<file path="src/rtl/rng_range.sv">
// rng_range: maximal-length Fibonacci LFSR with reseeding and a valid/ready bounded-range sampler.
// Define RNG_REJECT_EN for bounded rejection sampling; otherwise a single biased fold is used.
module rng_range #(
    parameter int          WIDTH     = 16,
    parameter logic [31:0] SEED      = 32'h0000_0F2C,
    parameter int          OUT_W     = 8,
    parameter int          MAX_TRIES = 4
) (
    input  logic             clk_i,
    input  logic             rst_ni,
    input  logic             en_i,
    input  logic             seed_valid_i,
    input  logic [WIDTH-1:0] seed_i,
    input  logic             req_valid_i,
    output logic             req_ready_o,
    input  logic [OUT_W-1:0] range_i,
    output logic             rnd_valid_o,
    input  logic             rnd_ready_i,
    output logic [OUT_W-1:0] rnd_num_o,
    output logic [WIDTH-1:0] raw_o
);

    // One bit per 1-indexed tap, bit (tap-1).
    localparam logic [31:0] TAPS =
        (WIDTH == 8)  ? 32'h0000_00B8 :
        (WIDTH == 16) ? 32'h0000_D008 :
        (WIDTH == 24) ? 32'h00E1_0000 :
                        32'h8020_0003;
    localparam logic [WIDTH-1:0] TAP_MASK = TAPS[WIDTH-1:0];
    localparam logic [WIDTH-1:0] SEED_W   = SEED[WIDTH-1:0];

    if (WIDTH != 8 && WIDTH != 16 && WIDTH != 24 && WIDTH != 32) begin : g_bad_width
        $error("rng_range: WIDTH must be 8, 16, 24 or 32");
    end
    if (SEED_W == '0) begin : g_bad_seed
        $error("rng_range: SEED truncated to WIDTH must be non-zero");
    end
    if (OUT_W < 1 || OUT_W > WIDTH) begin : g_bad_out_w
        $error("rng_range: OUT_W must be in 1..WIDTH");
    end

    typedef enum logic [1:0] {IDLE, DRAW, HOLD} state_t;

    state_t           state;
    logic [WIDTH-1:0] lfsr;
    logic [WIDTH-1:0] lfsr_next;
    logic [WIDTH-1:0] seed_eff;
    logic             lfsr_zero;
    logic             load;
    logic             step;
    logic [OUT_W:0]   lim;
    logic [OUT_W-1:0] mask;
    logic [OUT_W-1:0] cand;
    logic             accept;
    logic [OUT_W-1:0] folded;

`ifdef RNG_REJECT_EN
    localparam int               TRY_W    = (MAX_TRIES > 1) ? $clog2(MAX_TRIES) : 1;
    localparam logic [TRY_W-1:0] LAST_TRY = TRY_W'(MAX_TRIES - 1);

    if (MAX_TRIES < 1) begin : g_bad_tries
        $error("rng_range: MAX_TRIES must be at least 1");
    end

    logic [TRY_W-1:0] tries;
`endif

    // Smallest 2^k-1 covering range-1; range 0 wraps to all ones, i.e. 2^OUT_W.
    function automatic logic [OUT_W-1:0] mask_of(input logic [OUT_W-1:0] r);
        logic [OUT_W-1:0] m;
        m = r - 1'b1;
        for (int i = 1; i < OUT_W; i++) begin
            m = m | (m >> i);
        end
        return m;
    endfunction

    assign lfsr_zero = (lfsr == '0);
    assign load      = lfsr_zero | seed_valid_i;
    assign step      = !load && (en_i || state == DRAW);
    assign lfsr_next = {lfsr[WIDTH-2:0], ^(lfsr & TAP_MASK)};
    assign seed_eff  = (!lfsr_zero && seed_i != '0) ? seed_i : SEED_W;

    // A rejected candidate is below 2*range, so one subtraction lands it inside [0, range).
    assign cand   = lfsr[OUT_W-1:0] & mask;
    assign accept = ({1'b0, cand} < lim);
    assign folded = accept ? cand : cand - lim[OUT_W-1:0];

    assign raw_o = lfsr;

    // NOTE: state registers use non-blocking assignments so every branch sees pre-edge values.
    always_ff @(posedge clk_i) begin
        if (!rst_ni) begin
            lfsr        <= SEED_W;
            state       <= IDLE;
            req_ready_o <= 1'b1;
            rnd_valid_o <= 1'b0;
            rnd_num_o   <= '0;
            lim         <= '0;
            mask        <= '0;
`ifdef RNG_REJECT_EN
            tries       <= '0;
`endif
        end else begin
            if (load) begin
                lfsr <= seed_eff;
            end else if (step) begin
                lfsr <= lfsr_next;
            end

            case (state)
                IDLE: begin
                    if (req_valid_i) begin
                        lim         <= {(range_i == '0), range_i};
                        mask        <= mask_of(range_i);
`ifdef RNG_REJECT_EN
                        tries       <= '0;
`endif
                        req_ready_o <= 1'b0;
                        state       <= DRAW;
                    end
                end
                DRAW: begin
                    // A load cycle stalls the draw; it resumes on the freshly loaded state.
                    if (!load) begin
`ifdef RNG_REJECT_EN
                        tries <= tries + 1'b1;
                        if (accept || tries == LAST_TRY) begin
                            rnd_num_o   <= folded;
                            rnd_valid_o <= 1'b1;
                            state       <= HOLD;
                        end
`else
                        rnd_num_o   <= folded;
                        rnd_valid_o <= 1'b1;
                        state       <= HOLD;
`endif
                    end
                end
                HOLD: begin
                    if (rnd_ready_i) begin
                        rnd_valid_o <= 1'b0;
                        req_ready_o <= 1'b1;
                        state       <= IDLE;
                    end
                end
                default: begin
                    rnd_valid_o <= 1'b0;
                    req_ready_o <= 1'b1;
                    state       <= IDLE;
                end
            endcase
        end
    end

endmodule

</file>
<file path="config.mk">
export PLATFORM = sky130hd
export DESIGN_NAME = rng_range
export DESIGN_NICKNAME = d
export VERILOG_FILES = /design/src/rtl/rng_range.sv
export SDC_FILE = /design/constraint.sdc
export NUM_CORES = 1
export LEC_CHECK = 0
export ABC_CLOCK_PERIOD_IN_PS = 2300
export CAP_MARGIN = 0
export CORE_MARGIN = 2
export CORE_UTILIZATION = 46
export CTS_CLUSTER_SIZE = 28
export DETAILED_ROUTE_END_ITERATION = 8
export GPL_ROUTABILITY_DRIVEN = 0
export PLACE_DENSITY = 0.76
export SETUP_SLACK_MARGIN = 0.2
export SLEW_MARGIN = 10
export SYNTH_ARGS = -nofsm -noshare
export SYNTH_HDL_FRONTEND = slang
export SYNTH_SLANG_ARGS = --single-unit
</file>
<file path="constraint.sdc">
create_clock -name clk_i -period 2.3 [get_ports clk_i]
set_clock_uncertainty 0.1 [all_clocks]
set_input_delay 0.46 -clock clk_i [delete_from_list [all_inputs] [get_ports clk_i]]
set_output_delay 0.46 -clock clk_i [all_outputs]
set_load 0.02 [all_outputs]
</file>
After elaboration in Yosys (flattened, before gate mapping):

Cells that the tools add are included.

* register bits: 45
* input port bits: 30
* output and inout port bits: 26
* word-level logic and storage cells: 57

* add/subtract/negate cells: 2
* order comparisons: 1
* equal/unequal tests: 5
* multiplexer cells: 14
* bitwise operators: 12
* reduce and logical (&&, ||, !) cells: 16

Operator list (count)
* 16-bit 2-to-1 mux: 3
* 16-bit zero test: 1
* 16-bit nonzero test: 1
* 16-bit parity: 1
* 8-bit by 9-bit < comparator with 1-bit output: 1
* 3-bit AND reduction: 3
* 8-bit bitwise AND: 1
* 8-bit zero test: 1
* 8-bit 2-to-1 mux: 1
* 8-bit by 1-bit OR with 8-bit output: 1
* 8-bit by 2-bit OR with 8-bit output: 1
* 8-bit by 3-bit OR with 8-bit output: 1
* 8-bit by 4-bit OR with 8-bit output: 1
* 8-bit by 5-bit OR with 8-bit output: 1
* 8-bit by 6-bit OR with 8-bit output: 1
* 8-bit by 7-bit OR with 8-bit output: 1
* 8-bit by 1-bit subtractor with 8-bit output, second input constant: 1
* 8-bit subtractor: 1
* 2-bit 2-to-1 mux: 3
* 2-bit != test, second input constant: 3
* 1-bit case mux with 3 select lines: 2
* 2-bit case mux with 3 select lines: 1
* 1-bit 2-to-1 mux: 4
* 2-bit AND reduction: 2
* 9 further kinds: 13

Depth between registers and ports, before layout:

* depth in word-level cells: 8
* mapped depth: 10
* mapped depth without buffers: 9

Least setup slack after synthesis:

No wires, ideal clock.

* path type: register to register
* start: register lfsr[1], in the netlist raw_o[1]
* end: register rnd_num_o[2]
* setup time: 0.130 ns
* data arrival time: 2.284 ns
* required time: 2.070 ns
* setup slack: -0.214 ns
* stages on the path, launching flop included: 11
* buffers on the path: 1
* period minus slack after synthesis: 2.514 ns
* path through: dfxtp_1 nand2_1 inv_1 ha_1 nor2b_1 o31a_1 o211a_1 o21bai_1 clkbuf_1 mux2i_1 a21oi_1

* longest elaborated chain between the ends: 4
* elaborated cells between the ends (all ways): 8
* classes of those cells: 1 x add/sub; 1 x order compare; 1 x mux; 3 x bitwise; 2 x reduce/logical

Ends and longest elaborated chain
* start, declared: line 45 `logic [WIDTH-1:0] lfsr;`
* start signal, assigned: line 108 `lfsr <= lfsr_next;`
* branches (longest 4 deep; another with 8-bit subtractor)
* end signal, assigned: line 134 `rnd_num_o <= folded;`
* end, declared: line 19 `output logic [OUT_W-1:0] rnd_num_o,`

Several ways; the timed one is not identified.
A chain may end at the register's enable or synchronous reset.

Worst setup path in the final report:

* start: register mask[0]
* end: register rnd_num_o[6]

* longest elaborated chain between the ends: 3
* elaborated cells between the ends (all ways): 4
* classes of those cells: 1 x add/sub; 1 x order compare; 1 x mux; 1 x bitwise

Ends and longest elaborated chain
* start, declared: line 52 `logic [OUT_W-1:0] mask;`
* start signal, assigned: line 115 `mask <= mask_of(range_i);`
* 8-bit bitwise AND (*): line 85 `assign cand = lfsr[OUT_W-1:0] & mask;`
* 8-bit subtractor or 8-bit by 9-bit < comparator with 1-bit output (tied branches): line 87, 86
* 8-bit 2-to-1 mux (*): line 87 `assign folded = accept ? cand : cand - lim[OUT_W-1:0];`

Mark *: on every way between the ends. The rest lies on a longest branch, timed or not.

==> flow_summary.yaml <==
worst_hold_path:
  holdCritStartpoint: "rnd_num_o[7]$_SDFFE_PN0P_"
  min_to: "rnd_num_o[7]$_SDFFE_PN0P_"
  hold_depth: 2
  hp-class: "reg2reg"
cts:
  cts-htree-levels: 2
  cts.sinks: 45
  cts_inserted_buffers: 5
  cts_tree: "done"
  clockBufferDepth: 2
  path_clk_slew_ps: 80
  insertion_delay_ps: 300
  root_buffer: "clkbuf_8"
  hold_buffers: 0
setup_path:
  r2r_slack_ps: 110
  worstSetupPathType: "reg2reg"
  worstPathArrival_ps: 2310
  crit_slowest_cell: "fa_2"
  worstReg2RegStart: "mask[0]$_SDFFE_PN0P_"
  path_cells: "nand2_4, ha_4, fa_2, nor2b_4, o31a_1, o21a_1, nor3_1, or3b_4, a31oi_1"
  cpPeakStageDelay_ps: 390
  r2r_end: "rnd_num_o[6]$_SDFFE_PN0P_"
  cp-end-kind: "register"
  required_ps: 2430
  worst_setup_path_start_kind: "register"
  crit_fanout: 2
  ff2ff_path_depth: 9
routing:
  drt_first_pass_iters: 4
  route.vias.total: 2627
  drt-wirelength-per-cell_um: 15.47
  wirelength_mm: 7.366
  drt_iter0_drc: 123
  postRouteAntennaNets: 0
  viasPerCell: 5.519
  drc: 0
timing:
  tightestPinTransition_ps: 532.7
  setup_ws_ps: 110.6
  finalHoldViolCount: 0
  holdWs_ps: 359.1
  fmax_mhz: 456.7
  rsz0062_at_grt: "yes"
  max_slew_margin_pct: 64.22
  period_needed_ps: 2189
  finalCritPeriodShare_pct: 95.19
  setup_violations: 0
  slew_viol_final: 0
place:
  dp_hpwl_mm: 5.451
  port_buffers: 55
  post-place-ws_ps: -295.0
floorplan:
  fp.dieH_um: 78.25
  io_pins: 56
  initial_core_util_pct: 46.92
  core_um2: 5405
  num_rows: 27
  die_w_um: 78.25
  dieArea_um2: 6123
pwr:
  p_total_mw: 2.164
  ir_worst_vdd_v: 0.0003601
  leakagePower_nw: 1.497
  power.density_nw_per_um2: 571.4
layout:
  finish.utilization_pct: 70.07
  final_nets: 447
  final_layout_size_suffix_gt1_share_pct: 25.25
  diodes: 0
  fillCellCount: 433
  area_delta_synth_final_pct: 49.33
synthesis:
  synth.distinct_cells: 41
  synth_fp_nets: 359
  synth-edff-count: 0
  synth_area_um2: 2536
  synthTopCellsByArea: "dfxtp_1, nand2_1, o21ai_0"
  synth_top_area_share_pct: 35.52
  synth_flop_cell: "dfxtp_1"
  synth_seq_area_share_pct: 35.52
  synth_top_area_cell: "dfxtp_1"
  synth_async_sr_flop_share_pct: 0
  yosys-top-cells-count: "dfxtp_1, nand2_1, o21ai_0"
  synth.avg_cell_area_um2: 8.026
  yosysWarnings: 0
  ys_seq_elements: 45
  netlist_instances: 316
global_routing:
  grt_start_max_net_pins: 20
  grt_pass1_vias: 2622
  grt_pass1_wl_mm: 12.08
  overflow: 0
  grt_usage_pct: 24.61
  antenna_found_initial: 0
outcome:
  status: "finished, final reports clean"
job:
  maxCapViolCount: 0
## layer usage
| layer | wire length [um] | part of all wire, % | GRT usage, % | vias to the layer above |
|---|---|---|---|---|
| met1 | 3127 | 42 | 29.51 | 1230 |
| met4 | 108 | 1.5 | 6.842 | 0 |
| li1 | - | - | - | 1307 |
| met5 | 0 | 0 | 0 | - |
| met3 | 341 | 4.6 | 4.943 | 12 |
| met2 | 3789 | 51 | 44.57 | 78 |
## cell families after synthesis
logic type                 count (synthesis)  share of synthesized area [%]
AOI/OAI and AO/OA                        101                          26.29
xor gates and xnor gates                   7                          2.417
adders and majority gates                 13                          6.709
buffers and inverters                     33                          5.476
DFF                                       45                          35.52
muxes                                      5                          1.973
and+or+nand+nor                          112                          21.61
## layout by cell type (no fill, tap or decap), drive strengths merged, types with 3 or more instances in the layout
cell type / synthesis / layout
a31oi: 5 / 5
nor2: 18 / 18
o21a: 7 / 7
clkbuf: 16 / 10
a21o: 3 / 3
xnor2: 6 / 6
nand2b: 3 / 3
nand3: 4 / 4
a221oi: 4 / 4
ha: 12 / 12
o22a: 7 / 7
nor3: 6 / 6
buf: 2 / 44
o31a: 4 / 4
o21ai: 33 / 33
o22ai: 7 / 7
a21oi: 14 / 14
inv: 15 / 15
a21boi: 10 / 10
dfxtp: 45 / 45
clkdlybuf4s50: 0 / 49
nor2b: 7 / 7
mux2i: 5 / 5
and2: 12 / 12
nand2: 45 / 45
nor4: 9 / 9
## critical path, delay by kind of cell (launching register included)
family | cells | cell delay [ps]
AOI/OAI and AO/OA | 3 | 480
adders and majority gates | 2 | 560
DFF | 1 | 360
and+or+nand+nor | 4 | 630
## how the worst max path moves through the flow
| stage | cells past startpoint | end | slack [ps] | from |
|---|---|---|---|---|
| finish | 9 | rnd_num_o[6]$_SDFFE_PN0P_ | 110 | mask[0]$_SDFFE_PN0P_ |
| floorplan | 7 | mask[1]$_SDFFE_PN0P_ | 60 | range_i[3] |
| detailed placement | 7 | mask[1]$_SDFFE_PN0P_ | -290 | range_i[5] |
| CTS | 9 | rnd_num_o[6]$_SDFFE_PN0P_ | 160 | mask[0]$_SDFFE_PN0P_ |
| global route | 9 | rnd_num_o[6]$_SDFFE_PN0P_ | 40 | mask[0]$_SDFFE_PN0P_ |
| global placement | 7 | mask[1]$_SDFFE_PN0P_ | -290 | range_i[5] |
## cell type report
cell class	instances	area, um2	share of cell area (%)
sequential	45	919.6	24.28
multi-input combinational	238	1745	46.09
timing repair buffer	99	887.1	23.42
inverter	15	58.81	1.553
tap	72	90.09	2.379
clock buffer	7	86.33	2.279
## power by group
part	total (mW)	switching (mW)	internal (mW)
clock network	0.494	0.256	0.239
logic	0.781	0.372	0.409
registers	0.889	0.0480	0.841
total	2.16	0.676	1.49
## registers in the layout (all words and copies together) (netlist names)
signal / flops
mask: 8
rnd_valid_o: 1
rnd_num_o: 8
raw_o: 16
state: 2
req_ready_o: 1
lim: 9
## timing repair
item / 4_1_cts / 5_1_grt
buffers inserted: 5 / 4
gates resized for setup: 24 / 31
setup endpoints to repair: 22 / 31
pin swaps: 9 / 19
cloned: 0 / 0
## stage by stage
step / cell area, um2 / instances / TNS [ps]
finish: 3787 / 476 / 0
global placement: 3448 / 460 / -1528
global route: 3787 / 476 / 0
detailed placement: 3448 / 460 / -1588
floorplan: 2623 / 316 / 0
CTS: 3656 / 472 / 0
Power figures use the tool's default switching activity.
